==> src/rtl/miniled_pkg.sv <==
// Shared constants, command codes and helpers for the MiniLED serial link receiver.
package miniled_pkg;

    localparam int unsigned WORD_W        = 16;
    localparam int unsigned CHAIN_LEN     = 6;
    localparam int unsigned SYNC_STAGES   = 2;
    localparam int unsigned CMD_LATCH_MAX = 2;
    localparam int unsigned CMD_VSYNC_LEN = 3;
    localparam int unsigned IDX_W         = 3;
    localparam int unsigned BIT_CNT_W     = 4;
    localparam int unsigned LE_CNT_W      = 4;
    localparam int unsigned FRAME_W       = 16;
    localparam int unsigned SCAN_N        = 4;
    localparam int unsigned SCAN_W        = 2;

    typedef enum logic [1:0] {
        CMD_NONE,
        CMD_LATCH,
        CMD_VSYNC,
        CMD_OTHER
    } cmd_e;

    typedef struct packed {
        logic [WORD_W-1:0] data;
        logic [IDX_W-1:0]  idx;
    } word_t;

    // LE pulse width (in DCLK edges) to command
    function automatic cmd_e classify_le(input logic [LE_CNT_W-1:0] n);
        if (n == LE_CNT_W'(CMD_VSYNC_LEN)) return CMD_VSYNC;
        if (n != '0 && n <= LE_CNT_W'(CMD_LATCH_MAX)) return CMD_LATCH;
        return CMD_OTHER;
    endfunction

    function automatic logic scan_multi(input logic [SCAN_N-1:0] s);
        return (s & (s - SCAN_N'(1))) != '0;
    endfunction

    function automatic logic [SCAN_W-1:0] scan_encode(input logic [SCAN_N-1:0] s);
        case (s)
            4'b0010: return 2'd1;
            4'b0100: return 2'd2;
            4'b1000: return 2'd3;
            default: return 2'd0;
        endcase
    endfunction

endpackage

==> src/rtl/miniled_sync_edge.sv <==
// Multi-stage synchroniser with registered rise/fall pulses; level is aligned with the pulses.
module miniled_sync_edge #(
    parameter int unsigned W      = 1,
    parameter int unsigned STAGES = 2
) (
    input  logic         clk,
    input  logic         rst_n,
    input  logic [W-1:0] d,
    output logic [W-1:0] level,
    output logic [W-1:0] rise,
    output logic [W-1:0] fall
);

    logic [STAGES-1:0][W-1:0] sync_q;

    always_ff @(posedge clk or negedge rst_n) begin
        if (!rst_n) begin
            sync_q <= '0;
            level  <= '0;
            rise   <= '0;
            fall   <= '0;
        end else begin
            sync_q <= {sync_q[STAGES-2:0], d};
            level  <= sync_q[STAGES-1];
            rise   <= sync_q[STAGES-1] & ~level;
            fall   <= ~sync_q[STAGES-1] & level;
        end
    end

endmodule

==> src/rtl/miniled_sdi_rx.sv <==
// Receive-side decoder for the MiniLED DCLK/SDI/LE/scan link: words, LE commands, scan line.
module miniled_sdi_rx
    import miniled_pkg::*;
(
    input  logic                I_clk,
    input  logic                I_rst_n,
    input  logic                DCLK,
    input  logic                SDI,
    input  logic                LE,
    input  logic [SCAN_N-1:0]   scan_in,
    output logic                word_valid,
    output logic [WORD_W-1:0]   word_data,
    output logic [IDX_W-1:0]    word_idx,
    output logic                latch_valid,
    output logic                frame_valid,
    output logic                cmd_other,
    output logic [LE_CNT_W-1:0] le_width,
    output logic [FRAME_W-1:0]  frame_cnt,
    output logic [SCAN_W-1:0]   scan_line,
    output logic                err_align,
    output logic                err_scan
);

    // Reset: asynchronous assert, synchronous release
    logic [1:0] rst_pipe;
    logic       rst_n;

    always_ff @(posedge I_clk or negedge I_rst_n) begin
        if (!I_rst_n) rst_pipe <= '0;
        else          rst_pipe <= {rst_pipe[0], 1'b1};
    end
    assign rst_n = rst_pipe[1];

    logic              dclk_rise, le_fall, le_lvl, sdi_lvl;
    logic [SCAN_N-1:0] scan_lvl;
    logic              unused_dclk_lvl, unused_dclk_fall, unused_le_rise;
    logic              unused_sdi_rise, unused_sdi_fall;
    logic [SCAN_N-1:0] unused_scan_rise, unused_scan_fall;

    miniled_sync_edge #(.W(1), .STAGES(SYNC_STAGES)) u_sync_dclk (
        .clk(I_clk), .rst_n(rst_n), .d(DCLK),
        .level(unused_dclk_lvl), .rise(dclk_rise), .fall(unused_dclk_fall));

    miniled_sync_edge #(.W(1), .STAGES(SYNC_STAGES)) u_sync_le (
        .clk(I_clk), .rst_n(rst_n), .d(LE),
        .level(le_lvl), .rise(unused_le_rise), .fall(le_fall));

    miniled_sync_edge #(.W(1), .STAGES(SYNC_STAGES)) u_sync_sdi (
        .clk(I_clk), .rst_n(rst_n), .d(SDI),
        .level(sdi_lvl), .rise(unused_sdi_rise), .fall(unused_sdi_fall));

    miniled_sync_edge #(.W(SCAN_N), .STAGES(SYNC_STAGES)) u_sync_scan (
        .clk(I_clk), .rst_n(rst_n), .d(scan_in),
        .level(scan_lvl), .rise(unused_scan_rise), .fall(unused_scan_fall));

    logic [WORD_W-1:0]   shifter, shifter_nx;
    logic [BIT_CNT_W-1:0] bit_cnt, bit_cnt_nx;
    logic [IDX_W-1:0]    idx_cnt, idx_cnt_nx;
    logic [LE_CNT_W-1:0] le_cnt, le_cnt_nx, le_width_nx;
    logic [FRAME_W-1:0]  frame_cnt_nx;
    logic                done_v, done_nx, align_nx;
    word_t               done_word, done_word_nx;
    cmd_e                cmd_nx;

    // Edge handling: a DCLK rise is shifted and counted before a same-cycle LE fall is classified
    always_comb begin
        shifter_nx   = shifter;
        bit_cnt_nx   = bit_cnt;
        idx_cnt_nx   = idx_cnt;
        le_cnt_nx    = le_cnt;
        done_nx      = 1'b0;
        done_word_nx = done_word;
        cmd_nx       = CMD_NONE;
        align_nx     = 1'b0;
        le_width_nx  = le_width;
        frame_cnt_nx = frame_cnt;
        if (dclk_rise) begin
            shifter_nx = {shifter[WORD_W-2:0], sdi_lvl};
            if ((le_lvl || le_fall) && le_cnt != '1) le_cnt_nx = le_cnt + LE_CNT_W'(1);
            if (bit_cnt == BIT_CNT_W'(WORD_W - 1)) begin
                done_nx           = 1'b1;
                done_word_nx.data = shifter_nx;
                done_word_nx.idx  = idx_cnt;
                idx_cnt_nx        = (idx_cnt == IDX_W'(CHAIN_LEN - 1)) ? '0 : idx_cnt + IDX_W'(1);
                bit_cnt_nx        = '0;
            end else begin
                bit_cnt_nx = bit_cnt + BIT_CNT_W'(1);
            end
        end
        if (le_fall) begin
            le_width_nx = le_cnt_nx;
            cmd_nx      = classify_le(le_cnt_nx);
            if (bit_cnt_nx != '0) begin
                align_nx   = 1'b1;
                bit_cnt_nx = '0;
                shifter_nx = '0;
            end
            if (cmd_nx == CMD_VSYNC) begin
                frame_cnt_nx = frame_cnt + FRAME_W'(1);
                idx_cnt_nx   = '0;
            end
            le_cnt_nx = '0;
        end
    end

    always_ff @(posedge I_clk or negedge rst_n) begin
        if (!rst_n) begin
            shifter     <= '0;
            bit_cnt     <= '0;
            idx_cnt     <= '0;
            le_cnt      <= '0;
            done_v      <= 1'b0;
            done_word   <= '0;
            word_valid  <= 1'b0;
            word_data   <= '0;
            word_idx    <= '0;
            latch_valid <= 1'b0;
            frame_valid <= 1'b0;
            cmd_other   <= 1'b0;
            err_align   <= 1'b0;
            le_width    <= '0;
            frame_cnt   <= '0;
        end else begin
            shifter     <= shifter_nx;
            bit_cnt     <= bit_cnt_nx;
            idx_cnt     <= idx_cnt_nx;
            le_cnt      <= le_cnt_nx;
            done_v      <= done_nx;
            done_word   <= done_word_nx;
            word_valid  <= done_v;
            if (done_v) begin
                word_data <= done_word.data;
                word_idx  <= done_word.idx;
            end
            latch_valid <= (cmd_nx == CMD_LATCH);
            frame_valid <= (cmd_nx == CMD_VSYNC);
            cmd_other   <= (cmd_nx == CMD_OTHER);
            err_align   <= align_nx;
            le_width    <= le_width_nx;
            frame_cnt   <= frame_cnt_nx;
        end
    end

    // Scan decoder: blanking and multi-hot both hold the last valid line
    always_ff @(posedge I_clk or negedge rst_n) begin
        if (!rst_n) begin
            scan_line <= '0;
            err_scan  <= 1'b0;
        end else begin
            err_scan <= scan_multi(scan_lvl);
            if (scan_lvl != '0 && !scan_multi(scan_lvl)) scan_line <= scan_encode(scan_lvl);
        end
    end

endmodule

==> config.mk <==
export PLATFORM = sky130hd
export DESIGN_NAME = miniled_sdi_rx
export DESIGN_NICKNAME = d
export VERILOG_FILES = /design/src/rtl/miniled_pkg.sv /design/src/rtl/miniled_sync_edge.sv /design/src/rtl/miniled_sdi_rx.sv
export SDC_FILE = /design/constraint.sdc
export NUM_CORES = 1
export LEC_CHECK = 0
export ABC_AREA = 1
export CAP_MARGIN = 20
export CORE_MARGIN = 2
export CORE_UTILIZATION = 55
export CTS_CLUSTER_DIAMETER = 120
export DETAILED_ROUTE_END_ITERATION = 8
export DONT_BUFFER_PORTS = 1
export GPL_ROUTABILITY_DRIVEN = 0
export GPL_TIMING_DRIVEN = 0
export PLACE_DENSITY_LB_ADDON = 0.08
export SLEW_MARGIN = 20
export SYNTH_ARGS = -nofsm -noshare
export SYNTH_HDL_FRONTEND = slang
export SYNTH_HIERARCHICAL = 1
export SYNTH_SLANG_ARGS = --single-unit
export TNS_END_PERCENT = 1
==> constraint.sdc <==
create_clock -name I_clk -period 4.8 [get_ports I_clk]
set_input_delay 1.44 -clock I_clk [delete_from_list [all_inputs] [get_ports I_clk]]
set_output_delay 1.44 -clock I_clk [all_outputs]
set_load 0.005 [all_outputs]
Yosys cells after proc, flatten, opt, wreduce, memory -nomap -nowiden
Cells that the tools add are included.
W data, S select, Z words.
{ "classes": {"n_lt_le_gt_ge": 1, "muxes": 31, "n_addsub": 5, "bitwise_logic": 5, "n_reduce_logical": 11, "eq_ne": 11} }
{ "ops": {"columns": ["cell", "count"], "rows": [
  ["$mux W16", 3],
  ["$mux W4", 7],
  ["$add A16 B1 Y16 const B", 1],
  ["$reduce_bool A4 Y1", 4],
  ["$mux W3", 5],
  ["$mux W2", 6],
  ["$mux W1", 9],
  ["$add A4 B1 Y4 const B", 2],
  ["$eq A4 B2 Y1 const B", 2],
  ["$eq A4 B4 Y1 const B", 2],
  ["$eq A2 B2 Y1 const B", 3],
  ["$pmux W2 S3", 1],
  ["$and A4 B4 Y4", 1],
  ["$eq A4 B3 Y1 const B", 1],
  ["$le A4 B2 Y1 const B", 1],
  ["$ne A4 B4 Y1 const B", 1],
  ["$reduce_and A2 Y1", 2],
  ["$sub A4 B1 Y4 const B", 1],
  ["$add A3 B1 Y3 const B", 1],
  ["$eq A3 B3 Y1 const B", 1],
  ["$logic_and A1 B1 Y1", 3],
  ["$and A1 B1 Y1", 2],
  ["$eq A2 B1 Y1 const B", 1],
  ["$not A1 Y1", 2],
  ["other kinds (2)", 2]
]} }
{ "totals": {"inputBits": 9, "out_inout_bits": 47, "register_bits": 119, "wordCells": 97} }

Logic depth before layout (Yosys ltp)
Gate-level depths: netlist of run 1.
{ "logic_depth": {"depth_word": 15, "ltp_mapped": 12, "depth_no_buf": 10} }

Cells and area by module
Netlist of run 1, hierarchy kept.
{ "by_module_without_submodules": {"columns": ["mod", "instances", "area_each_um2", "cells_each"], "rows": [
  ["miniled_sdi_rx", 1, 4475.5, 465],
  ["miniled_sync_edge (u_sync_scan)", 1, 560.5, 36],
  ["miniled_sync_edge (u_sync_dclk ...)", 3, 140.1, 9]
]} }

Worst setup path before layout of run 1
No wires, ideal clock.
{ "synth_path": {"kind": "register -> output", "start": "reg frame_cnt[12]", "end": "out frame_cnt[12]", "n_path_buf": 0, "slack_ns": 2.960, "stages_incl_launch_ff": 1, "arrival_time_ns": 0.400, "cell_sequence": "dfrtp_1"} }
{ "synth_lines": {"columns": ["element", "line", "text"], "rows": [
  ["from (decl)", "miniled_sdi_rx.sv:18", "output logic [FRAME_W-1:0] frame_cnt,"],
  ["from (signal assigned)", "miniled_sdi_rx.sv:140", "frame_cnt <= frame_cnt_nx;"]
]} }
No word-level cell between the ends.

Worst setup path after layout of run 1
{ "layout_path": {"start": "reg frame_cnt[2]", "end": "out frame_cnt[2]"} }
No word-level cell between the ends.

==> run_summary.xml, run 1 <==
<?xml version="1.0" encoding="UTF-8"?>
<metrics>
  <group name="route">
    <metric name="aggregate_routed_wire_length" unit="µm">8730</metric>
    <metric name="route.met2.wl" unit="µm">4390</metric>
    <metric name="drc_errors" unit="">0</metric>
    <metric name="route.vias.total" unit="">3241</metric>
    <metric name="antenna_violating_nets_post_route" unit="">0</metric>
    <metric name="post_route_met1_wirelength" unit="µm">4000</metric>
    <metric name="vias_per_cell" unit="">5.09</metric>
    <metric name="dr.pass1.iters" unit="">4</metric>
    <metric name="met3_wirelength" unit="µm">285</metric>
    <metric name="highest_layer" unit="">met4</metric>
    <metric name="drt_iter0_markers" unit="">99</metric>
    <metric name="routed_wire_length_per_instance" unit="µm">13.7</metric>
  </group>
  <group name="cells_and_area">
    <metric name="synthToLayoutAreaGrowth" unit="%">15.2</metric>
    <metric name="most-common-layout-cells" unit="">sky130_fd_sc_hd__dfrtp_1, sky130_fd_sc_hd__nand2_1, sky130_fd_sc_hd__nor2_1</metric>
    <metric name="leading_cell_type_in_the_layout_fill_and_taps_excluded" unit="">sky130_fd_sc_hd__dfrtp_1</metric>
    <metric name="antenna_cells" unit="">0</metric>
    <metric name="fin_nets" unit="">525</metric>
    <metric name="drive_gt1_frac" unit="">0.209</metric>
    <metric name="finalCoreUtilization" unit="">0.644</metric>
  </group>
  <group name="clock_tree">
    <metric name="clockBufferDepth" unit="">2</metric>
    <metric name="cts_setup_buffers" unit="">0</metric>
    <metric name="cts_resized" unit="">0</metric>
    <metric name="cts_made_buffers" unit="">17</metric>
    <metric name="cts.root.buffer_cell" unit="">sky130_fd_sc_hd__clkbuf_8</metric>
    <metric name="clkLatencyLatePin" unit="ps">500</metric>
    <metric name="tritoncts" unit="">yes</metric>
    <metric name="clkSinkCount" unit="">118</metric>
    <metric name="postCtsHoldBufs" unit="">0</metric>
    <metric name="clk_pin_slew" unit="ps">60</metric>
    <metric name="h_tree_levels" unit="">4</metric>
  </group>
  <group name="floorplanning">
    <metric name="num_io_pins" unit="">56</metric>
    <metric name="initial_utilization" unit="">0.559</metric>
    <metric name="die_height" unit="µm">100</metric>
    <metric name="die_w" unit="µm">100</metric>
    <metric name="std_cell_rows" unit="">35</metric>
    <metric name="floorplan.die_area" unit="µm²">10000</metric>
    <metric name="core_area" unit="µm²">9060</metric>
  </group>
  <group name="synthesis">
    <metric name="yosysWarningCount" unit="">6</metric>
    <metric name="synthesis.area_per_instance" unit="µm²">10.3</metric>
    <metric name="postSynthCellCount" unit="">492</metric>
    <metric name="syn-num-nets" unit="">504</metric>
    <metric name="synthesis.area" unit="µm²">5070</metric>
  </group>
  <group name="global_route">
    <metric name="grt_pass1_vias" unit="">3353</metric>
    <metric name="track_usage" unit="">0.199</metric>
    <metric name="grt_first_pass_wirelength" unit="µm">15600</metric>
    <metric name="grt_overflow" unit="">0</metric>
    <metric name="number_of_antenna_violations_at_the_first_check_in_global_routing" unit="">0</metric>
    <metric name="grt_start_max_net_pins" unit="">48</metric>
  </group>
  <group name="critical_path">
    <metric name="critical_path_class" unit="">reg2out</metric>
    <metric name="worst_ep_required_time" unit="ps">3360</metric>
    <metric name="reg2regPathDepth" unit="">10</metric>
    <metric name="crit_path_end_kind" unit="">output pin</metric>
    <metric name="crit_fanout" unit="">5</metric>
    <metric name="crit_path_cell_count" unit="">0</metric>
    <metric name="critical_path_arrival" unit="ps">960</metric>
    <metric name="worst_setup_path_start_kind" unit="">flop</metric>
  </group>
  <group name="min_path">
    <metric name="worstHoldPathType" unit="">reg2async</metric>
  </group>
  <group name="timing">
    <metric name="finalClockSkew" unit="ps">9.74</metric>
    <metric name="number_of_pins_exceeding_their_max_slew_limit_in_the_final_report" unit="">0</metric>
    <metric name="slew_headroom" unit="">0.578</metric>
    <metric name="hold_violations" unit="">0</metric>
    <metric name="part_of_the_cycle_the_worst_path_needs" unit="">0.500</metric>
    <metric name="max_clock_freq" unit="GHz">0.416</metric>
    <metric name="finalSetupTns" unit="ps">0</metric>
    <metric name="max_slew.worst_pin.slew" unit="ps">632</metric>
    <metric name="finalSetupViolCount" unit="">0</metric>
    <metric name="final_period_demand_of_the_worst_path" unit="ps">2400</metric>
    <metric name="grt_setup_unrepaired" unit="">false</metric>
  </group>
  <group name="power_and_ir_drop">
    <metric name="power_dens_cells" unit="nW/µm²">419</metric>
    <metric name="leakage" unit="nW">2.76</metric>
    <metric name="vdd_drop_max" unit="mV">0.258</metric>
  </group>
  <group name="run_status">
    <metric name="run_status" unit="">finished, final reports clean</metric>
  </group>
  <group name="run">
    <metric name="drv.max_cap_violation_count" unit="">0</metric>
  </group>
  <group name="place">
    <metric name="dp_hpwl" unit="µm">6150</metric>
    <metric name="io_buffer_count" unit="">0</metric>
  </group>
</metrics>
-- sequential cells by signal (all words and copies together) (netlist names), 2 cells and up --
name                flops
bit_cnt                 4
done_word              19
frame_cnt              16
idx_cnt                 3
le_cnt                  4
le_width                4
rst_pipe                2
scan_line               2
shifter                15
u_sync_dclk/sync_q      2
u_sync_le/sync_q        2
u_sync_scan/level       4
u_sync_scan/sync_q      8
u_sync_sdi/sync_q       2
word_data              16
word_idx                3
-- metal layers --
metal | vias to the layer above | global-route usage
met3 | 4 | 0.0543
met1 | 1565 | 0.250
met5 | - | 0
li1 | 1625 | -
met2 | 47 | 0.330
met4 | 0 | 0.0832
-- metrics by stage --
stage	cell area, µm²	hold WS [ps]	setup slack, ps	std cells	power, mW
after floorplan	5070	331	1270	492	1.21
after global placement	5200	332	26.3	603	1.25
after detailed placement	5260	272	2910	605	1.26
after CTS	5840	279	2370	637	2.48
after global routing	5840	303	2350	637	2.55
final	5840	262	2400	637	2.44
-- path summary, 6_finish.rpt --
| kind | endpoint | slack (ps) | startpoint |
|---|---|---|---|
| max in group asynchronous | done_word[18] | 3690 | rst_pipe[1] |
| max reg2reg | frame_cnt[10] | 3020 | le_cnt[0] |
| max | frame_cnt[2] | 2400 | frame_cnt[2] |
| min | u_sync_scan/sync_q[1] | 260 | rst_pipe[1] |
| min in group I_clk | u_sync_scan/level[3] | 350 | u_sync_scan/sync_q[7] |
| min reg2reg | u_sync_scan/sync_q[1] | 260 | rst_pipe[1] |
-- report_power, final --
part	leakage, nW	switching (mW)	total (mW)	internal [mW]
Sequential	1.57	0.0416	1.08	1.04
Clock	0.282	0.450	1.21	0.756
Combinational	0.913	0.103	0.157	0.0537
Total	2.76	0.595	2.44	1.85
-- final cells by class --
class	instances	area [µm²]
Fill cell	728	3230
Multi-Input combinational cell	313	1800
Timing Repair Buffer	2	47.5
Clock buffer	18	428
Inverter	44	173
Sequential cell	118	2960
Buffer	17	138
Clock inverter	14	151
Tap cell	111	139
Power figures use the tool's default switching activity.
==> inputs of run 2 (changes only) <==
- clock period: 4.8 -> 2.2 ns (I/O delays scaled with it)
==> run_summary.xml, run 2 (synthesis results as in run 1) <==
<?xml version="1.0" encoding="UTF-8"?>
<metrics>
  <group name="timing">
    <metric name="part_of_the_cycle_the_worst_path_needs" unit="">0.827</metric>
    <metric name="final_period_demand_of_the_worst_path" unit="ps">1820</metric>
    <metric name="finalSetupTns" unit="ps">0</metric>
    <metric name="finalSetupViolCount" unit="">0</metric>
    <metric name="number_of_pins_exceeding_their_max_slew_limit_in_the_final_report" unit="">0</metric>
    <metric name="max_clock_freq" unit="GHz">0.549</metric>
    <metric name="slew_headroom" unit="">0.581</metric>
    <metric name="timing.final.ws_setup" unit="ps">380</metric>
    <metric name="fin_hold_ws" unit="ps">176</metric>
    <metric name="max_slew.worst_pin.slew" unit="ps">629</metric>
    <metric name="hold_violations" unit="">0</metric>
    <metric name="finalClockSkew" unit="ps">8.28</metric>
    <metric name="grt_setup_unrepaired" unit="">false</metric>
  </group>
  <group name="route">
    <metric name="route.vias.total" unit="">3275</metric>
    <metric name="vias_per_cell" unit="">5.13</metric>
    <metric name="routed_wire_length_per_instance" unit="µm">14.0</metric>
    <metric name="aggregate_routed_wire_length" unit="µm">8940</metric>
    <metric name="dr.pass1.iters" unit="">5</metric>
    <metric name="drt_iter0_markers" unit="">71</metric>
    <metric name="drc_errors" unit="">0</metric>
    <metric name="antenna_violating_nets_post_route" unit="">0</metric>
  </group>
  <group name="floorplanning">
    <metric name="die_w" unit="µm">100</metric>
    <metric name="num_io_pins" unit="">56</metric>
    <metric name="core_area" unit="µm²">9060</metric>
    <metric name="floorplan.die_area" unit="µm²">10000</metric>
    <metric name="initial_utilization" unit="">0.559</metric>
    <metric name="std_cell_rows" unit="">35</metric>
    <metric name="die_height" unit="µm">100</metric>
  </group>
  <group name="min_path">
    <metric name="worstHoldPathType" unit="">in2reg</metric>
  </group>
  <group name="clock_tree">
    <metric name="h_tree_levels" unit="">4</metric>
    <metric name="cts_made_buffers" unit="">17</metric>
    <metric name="clkSinkCount" unit="">118</metric>
    <metric name="clockBufferDepth" unit="">2</metric>
    <metric name="clk_pin_slew" unit="ps">60</metric>
    <metric name="clkLatencyLatePin" unit="ps">510</metric>
    <metric name="cts.root.buffer_cell" unit="">sky130_fd_sc_hd__clkbuf_8</metric>
    <metric name="tritoncts" unit="">yes</metric>
  </group>
  <group name="global_route">
    <metric name="number_of_antenna_violations_at_the_first_check_in_global_routing" unit="">0</metric>
    <metric name="grt_start_max_net_pins" unit="">48</metric>
    <metric name="grt_overflow" unit="">0</metric>
    <metric name="track_usage" unit="">0.200</metric>
    <metric name="grt_pass1_vias" unit="">3405</metric>
    <metric name="grt_first_pass_wirelength" unit="µm">15600</metric>
  </group>
  <group name="power_and_ir_drop">
    <metric name="leakage" unit="nW">2.78</metric>
    <metric name="power_dens_cells" unit="nW/µm²">943</metric>
    <metric name="vdd_drop_max" unit="mV">0.748</metric>
  </group>
  <group name="critical_path">
    <metric name="crit_path_end_kind" unit="">flop</metric>
    <metric name="critical_path_arrival" unit="ps">2210</metric>
    <metric name="crit_fanout" unit="">10</metric>
    <metric name="worst_ep_required_time" unit="ps">2590</metric>
    <metric name="r2r_slack" unit="ps">380</metric>
    <metric name="critical_path_class" unit="">reg2reg</metric>
    <metric name="worst_setup_path_start_kind" unit="">flop</metric>
  </group>
  <group name="cells_and_area">
    <metric name="most-common-layout-cells" unit="">sky130_fd_sc_hd__dfrtp_1, sky130_fd_sc_hd__nand2_1, sky130_fd_sc_hd__nor2_1</metric>
    <metric name="largest_register_ff_count" unit="">19</metric>
    <metric name="top_regs" unit="">done_word (19), frame_cnt (16), word_data (16)</metric>
    <metric name="leading_cell_type_in_the_layout_fill_and_taps_excluded" unit="">sky130_fd_sc_hd__dfrtp_1</metric>
    <metric name="finalCoreUtilization" unit="">0.649</metric>
    <metric name="fillerInstances" unit="">733</metric>
    <metric name="fin_nets" unit="">526</metric>
    <metric name="synthToLayoutAreaGrowth" unit="%">16.1</metric>
    <metric name="registers.top_by_ff_count" unit="">done_word</metric>
    <metric name="antenna_cells" unit="">0</metric>
    <metric name="drive_gt1_frac" unit="">0.207</metric>
  </group>
  <group name="place">
    <metric name="dp_worst_setup_slack" unit="ps">409</metric>
    <metric name="io_buffer_count" unit="">0</metric>
    <metric name="dp_hpwl" unit="µm">6170</metric>
  </group>
  <group name="run_status">
    <metric name="run_status" unit="">finished, final reports clean</metric>
  </group>
  <group name="run">
    <metric name="drv.max_cap_violation_count" unit="">0</metric>
  </group>
</metrics>
[run 2: cell type report]
type                       instances  area [µm²]  area share
buffer                            17         138      0.0234
clock buffer                      18         418      0.0710
clock inverter                    14         199      0.0338
inverter                          44         173      0.0293
multi-input combinational        313        1800       0.306
sequential                       118        2960       0.503
tap                              111         139      0.0236
timing repair buffer               3        57.6     0.00978
[run 2: path summary, 6_finish.rpt]
| check | from | end | cells past startpoint |
|---|---|---|---|
| min in group asynchronous | rst_pipe[1] | u_sync_dclk/level | 0 |
| max in group asynchronous | rst_pipe[1] | done_word[18] | 2 |
| worst max register to register | le_cnt[0] | frame_cnt[12] | 10 |
| worst min register to register | rst_pipe[1] | u_sync_dclk/level | 0 |
| worst max-delay path | le_cnt[0] | frame_cnt[12] | 10 |
| worst min-delay path | scan_in[2] | u_sync_scan/sync_q[2] | 0 |
[run 2: worst max-delay path, cell delays in order, from the launching register on]
cell                      delay [ps]
sky130_fd_sc_hd__dfrtp_1         420
sky130_fd_sc_hd__ha_1            290
sky130_fd_sc_hd__nand3_4         170
sky130_fd_sc_hd__nand2_4          70
sky130_fd_sc_hd__nand2_1          60
sky130_fd_sc_hd__nand2_1         130
sky130_fd_sc_hd__nor2_4          140
sky130_fd_sc_hd__nand3_4         130
sky130_fd_sc_hd__buf_6           180
sky130_fd_sc_hd__nand2_1          60
sky130_fd_sc_hd__nand2_1          50
[run 2: what timing repair did]
action                                  4_1_cts  5_1_grt
endpoints found under the setup margin        0        0
setup buffers                                 0        0
resized for setup                             0        0
hold buffers                                  1        0
hold endpoints to repair                      2        0
[run 2: routing by layer]
| metal | global-route usage | routed length (µm) |
|---|---|---|
| met5 | 0 | 0 |
| met4 | 0.0695 | 85 |
| met3 | 0.0689 | 355 |
| met2 | 0.331 | 4550 |
| met1 | 0.247 | 3950 |
[run 2: where the power goes]
group | internal (mW) | switching, mW
registers | 2.26 | 0.0898
clock network | 1.85 | 0.995
logic | 0.118 | 0.230
total | 4.23 | 1.31
[run 2: stage by stage]
stage | cells | total power, mW | instance area [µm²]
floorplan | 492 | 2.65 | 5070
global placement | 603 | 2.72 | 5210
detailed placement | 605 | 2.75 | 5260
CTS | 638 | 5.61 | 5880
global route | 638 | 5.77 | 5880
finish | 638 | 5.55 | 5880
